`src/rtl/irq_dispatch.sv`:
```
// irq_dispatch: holds IE/IME, arbitrates pending interrupts and sequences the 5-M-cycle dispatch.
// Latency: W1 follows the accepting boundary by one edge, JUMP four edges later; no backpressure.
module irq_dispatch #(
   parameter int          NIRQ       = 5,
   parameter logic [15:0] VEC_BASE   = 16'h0040,
   parameter int          VEC_STRIDE = 8
) (
   input  logic            boga1mhz,
   input  logic            reset,
   input  logic [NIRQ-1:0] irq_trig,
   output logic [NIRQ-1:0] irq_ack,
   input  logic            ie_wr,
   input  logic [7:0]      ie_din,
   output logic [7:0]      ie_q,
   input  logic            ei,
   input  logic            di,
   input  logic            reti,
   input  logic            instr_boundary,
   output logic            wake,
   output logic            dispatch,
   output logic            sp_dec,
   output logic            push_hi,
   output logic            push_lo,
   output logic            pc_load,
   output logic [15:0]     vector,
   output logic            ime_q
);

   localparam int SW = (NIRQ > 1) ? $clog2(NIRQ) : 1;

   typedef enum logic [2:0] {
      IDLE    = 3'd0,
      W1      = 3'd1,
      W2      = 3'd2,
      PUSH_HI = 3'd3,
      PUSH_LO = 3'd4,
      JUMP    = 3'd5
   } state_t;

   state_t          state;
   state_t          state_nxt;
   logic            ime;
   logic            ime_dly;
   logic [NIRQ-1:0] pend;
   logic [SW-1:0]   pick;
   logic            pick_vld;
   logic [SW-1:0]   sel;
   logic            sel_vld;
   logic            enter_w1;

   assign pend     = ie_q[NIRQ-1:0] & irq_trig;
   assign wake     = |pend;
   assign ime_q    = ime;
   assign enter_w1 = (state == IDLE) && instr_boundary && ime && (|pend);

   // Lowest set bit wins: scanning downward leaves the lowest index in pick.
   always_comb begin
      pick     = '0;
      pick_vld = 1'b0;
      for (int i = NIRQ-1; i >= 0; i--) begin
         if (pend[i]) begin
            pick     = SW'(i);
            pick_vld = 1'b1;
         end
      end
   end

   always_ff @(posedge boga1mhz) begin
      if (reset) state <= IDLE;
      else       state <= state_nxt;
   end

   always_comb begin
      state_nxt = state;
      case (state)
         IDLE:    if (enter_w1) state_nxt = W1;
         W1:      state_nxt = W2;
         W2:      state_nxt = PUSH_HI;
         PUSH_HI: state_nxt = PUSH_LO;
         PUSH_LO: state_nxt = JUMP;
         JUMP:    state_nxt = IDLE;
         default: state_nxt = IDLE;
      endcase
   end

   // Strobes are masked while reset is held so an abandoned dispatch emits nothing.
   always_comb begin
      dispatch = 1'b0;
      sp_dec   = 1'b0;
      push_hi  = 1'b0;
      push_lo  = 1'b0;
      pc_load  = 1'b0;
      irq_ack  = '0;
      if (!reset) begin
         case (state)
            W1:      dispatch = 1'b1;
            W2:      sp_dec   = 1'b1;
            PUSH_HI: begin
               push_hi = 1'b1;
               sp_dec  = 1'b1;
            end
            PUSH_LO: begin
               push_lo = 1'b1;
               irq_ack = pick_vld ? (NIRQ'(1) << pick) : '0;
            end
            JUMP:    pc_load  = 1'b1;
            default: ;
         endcase
      end
   end

   // Late arbitration: the selection is frozen in PUSH_LO, after the PC pushes.
   always_ff @(posedge boga1mhz) begin
      if (reset) begin
         sel     <= '0;
         sel_vld <= 1'b0;
      end else if (state == PUSH_LO) begin
         sel     <= pick;
         sel_vld <= pick_vld;
      end
   end

   assign vector = sel_vld ? (VEC_BASE + 16'(sel) * 16'(VEC_STRIDE)) : 16'h0000;

   // di and the dispatch entry clear win over any enable in the same cycle.
   always_ff @(posedge boga1mhz) begin
      if (reset) begin
         ime     <= 1'b0;
         ime_dly <= 1'b0;
      end else if (di || enter_w1) begin
         ime     <= 1'b0;
         ime_dly <= 1'b0;
      end else begin
         if (reti)       ime     <= 1'b1;
         if (ei && !ime) ime_dly <= 1'b1;
         if (instr_boundary && ime_dly) begin
            ime     <= 1'b1;
            ime_dly <= 1'b0;
         end
      end
   end

   always_ff @(posedge boga1mhz) begin
      if (reset)      ie_q <= 8'h00;
      else if (ie_wr) ie_q <= ie_din;
   end

endmodule

```
`config.mk`:
```
export PLATFORM = sky130hd
export DESIGN_NAME = irq_dispatch
export DESIGN_NICKNAME = d
export VERILOG_FILES = /design/src/rtl/irq_dispatch.sv
export SDC_FILE = /design/constraint.sdc
export NUM_CORES = 1
export LEC_CHECK = 0
export ABC_CLOCK_PERIOD_IN_PS = 3000
export BUFFER_PORTS_ARGS = -buffer_cell sky130_fd_sc_hd__buf_2
export CORE_ASPECT_RATIO = 1.2
export CORE_MARGIN = 2
export CORE_UTILIZATION = 40
export CTS_CLUSTER_DIAMETER = 50
export DETAILED_ROUTE_END_ITERATION = 10
export PLACE_DENSITY = 0.75
export SLEW_MARGIN = 20
export SYNTH_ARGS = -nofsm -noshare
export SYNTH_HDL_FRONTEND = slang
export SYNTH_SLANG_ARGS = --single-unit
```
`constraint.sdc`:
```
create_clock -name boga1mhz -period 3 [get_ports boga1mhz]
set_input_delay 0 -clock boga1mhz [delete_from_list [all_inputs] [get_ports boga1mhz]]
set_output_delay 0 -clock boga1mhz [all_outputs]
set_load 0.01 [all_outputs]
```
==> impl_metrics.csv <==
group,metric,value,unit
timing,fin_skew,0.00669,ns
synth,synth_warnings,0,
layout,layout_common_cells,"buf_2 (43), dfxtp_1 (17), nor2_1 (13), conb_1 (12), dlygate4sd3_1 (9)",
setup_path,setup.worst_path.start,"state[2]",
synth,synth_top_area_frac,0.368,
timing,finalCritPeriodShare,0.603,
power,cellPowerDensity,366,mW/mm²
timing,setup_viol,0,
setup_path,ff2ff_setup_slack,1.53,ns
placement,gp_congestion,0.776,
routing,drt-wirelength-per-cell,11.4,µm
routing,drtPass1Iterations,4,
routing,dr.first_iter.drc_count,9,
power,leakagePower,0.575,nW
setup_path,worstPathMaxFanout,12,
setup_path,crit_slowest_cell,"or3b_1",
timing,rsz0062_at_grt,"false",
routing,drc_errors,0,
die,die_area,0.00272,mm²
power,ir_worst_vdd,0.230,mV
routing,ant_nets,0,
die,coreArea,0.00223,mm²
cts,cts_tree,"done",
flow_run,drv_cap,0,
cts,clockBufferDepth,2,
synth,synth-seq-cells,17,
cts,clk_latency,0.29,ns
setup_path,crit_path_max_incr_delay,0.53,ns
synth,synth_cells,106,
setup_path,crit_path_cell_trace,"or3b_1, nor4_1, buf_2",
synth,synth_area,926,µm²
timing,tns,0,ns
timing,tightest_slew,0.516,ns
layout,nNetsFinal,174,
cts,post_cts.repair.setup_buffers,0,
synth,netlist-cell-type-count,34,
timing,period_needed,1.81,ns
routing,met1_length,840,µm
synth,ys_seq_area_frac,0.368,
cts,cts_resized,0,
layout,drive_gt1_frac,0.314,
layout,layout_commonest_cell,"buf_2",
die,die_h,56.7,µm
synth,avgSynthCellArea,8.73,µm²
setup_path,crit_type,"register to output port",
routing,top_layer_used,"met4",
global_route,grt_pass1_wl,3390,µm
die,ios,56,
timing,fmax,553,MHz
setup_path,cp.required,3.00,ns
global_route,antenna_found_initial,0,
die,start_util,0.414,
timing,hold_viol,0,
setup_path,crit_buf_inv,1,
routing,routed_wl,2100,µm
cts,htree_levels,1,
synth,yosysTopAreaCell,"dfxtp_1",
setup_path,end_kind,"output port",
global_route,grt_max_degree,25,
global_route,grt_overflow,0,
timing,drv_slew,0,
layout,flow.area_growth_from_synthesis,29.3,%
global_route,grt_pass1_vias,794,
setup_path,cp_data_arrival_time,1.81,ns
setup_path,reg2reg_from,"state[2]",
cts,clock-sinks,17,
timing,fin_hold_ws,0.00000228,ns
placement,dp.cells,171,
die,rows,19,
cts,root_buffer,"clkbuf_4",
routing,via_per_inst,4.77,
global_route,grt_use_total,0.173,
setup_path,crit_path_start_kind,"register",
setup_path,cp_top_family,"simple AND/OR/NAND/NOR gates",
routing,num_vias,877,
placement,dp_hpwl,1520,µm
run_status,status,"finished, final reports clean",
layout,stdcell_count,184,
placement,io_buffer_count,43,
cts,clk_pin_slew_worst_paths,0.10,ns
hold_path,worstHoldStart,"ei",
die,die_w,47.9,µm
synth,synth_area_leaders,"dfxtp_1 (37%), buf_4 (11%), mux2i_1 (8.6%), nor2_1 (5.3%), nand3b_1 (4.1%)",
hold_path,hp-class,"primary input to register",
cts,cts_buffers,3,
routing,dr_wl_met2,991,µm
layout,utilization,0.536,
routing,wl_met3,213,µm
timing,slew_headroom,0.651,
layout,antenna_cells,0,
## worst reg2reg max path, cell delays in order, from the launching register on
cell	delay [ns]
dfxtp_1	0.51
or3b_1	0.53
o41ai_2	0.34
## cells in the mapped netlist (all sizes together)
master	number
and4	1
buf	17
clkbuf	3
o21a	1
nor2b	1
nand2b	1
o41ai	1
nor2	13
a211oi	2
a2111oi	2
nor4	2
dfxtp	17
nand3	1
mux2i	8
and2	3
or2b	1
o31a	1
o21ai	1
xnor2	1
or3b	1
a21oi	4
conb	1
inv	1
a22oi	2
nor3	4
nand2	7
nand3b	5
a32oi	1
nor4b	1
nor3b	2
## final timing paths
check / to / depth (start not counted)
setup reg to reg: sel[2] / 2
hold / removal: ime_dly / 3
hold reg to reg: sel[1] / 2
setup / recovery: irq_ack[4] / 3
## kinds of logic (layout without fill, tap and decap cells)
group	after synthesis	after routing	share of synthesized area
and+or+nand+nor	43	43	0.249
buffers and inverters	21	57	0.155
DFF	17	17	0.368
AOI/OAI and AO/OA	15	15	0.128
muxes	8	8	0.0865
other	1	12	0.00405
xor gates and xnor gates	1	1	0.00946
## flip-flops by register name (all words and copies together) (netlist names)
name / cells
ime_q: 1
sel: 3
ie_q: 8
sel_vld: 1
state: 3
ime_dly: 1
## cell type report
type	count	area, µm²
clock buffers	4	26.3
multi-input cells	79	483
fillers	215	1040
inverters	1	3.75
repair buffers	52	305
well taps	31	38.8
flip-flops and latches	17	340
## metrics by stage
| stage | setup WS (ns) | area [µm²] | power [mW] |
|---|---|---|---|
| floorplan | 1.66 | 967 | 0.297 |
| global placement | 1.59 | 1080 | 0.311 |
| detailed placement | 1.51 | 1080 | 0.312 |
| CTS | 1.18 | 1200 | 0.443 |
| global route | 1.06 | 1200 | 0.461 |
| finish | 1.19 | 1200 | 0.438 |
## report_power, final
group / switching, mW / internal (mW)
sequential: 0.00817 / 0.234
combinational: 0.0400 / 0.0351
clock: 0.0695 / 0.0517
## layer usage
| layer | up-vias | track usage |
|---|---|---|
| li1 | 437 | - |
| met1 | 386 | 0.205 |
| met2 | 48 | 0.265 |
| met3 | 6 | 0.0450 |
| met4 | 0 | 0.108 |
| met5 | - | 0 |
## repair_timing
item	CTS	global route
hold buffers	9	0
endpoints found under the setup margin	0	0
hold endpoints to repair	10	0
Note: power is estimated with default switching activity, not from simulation.
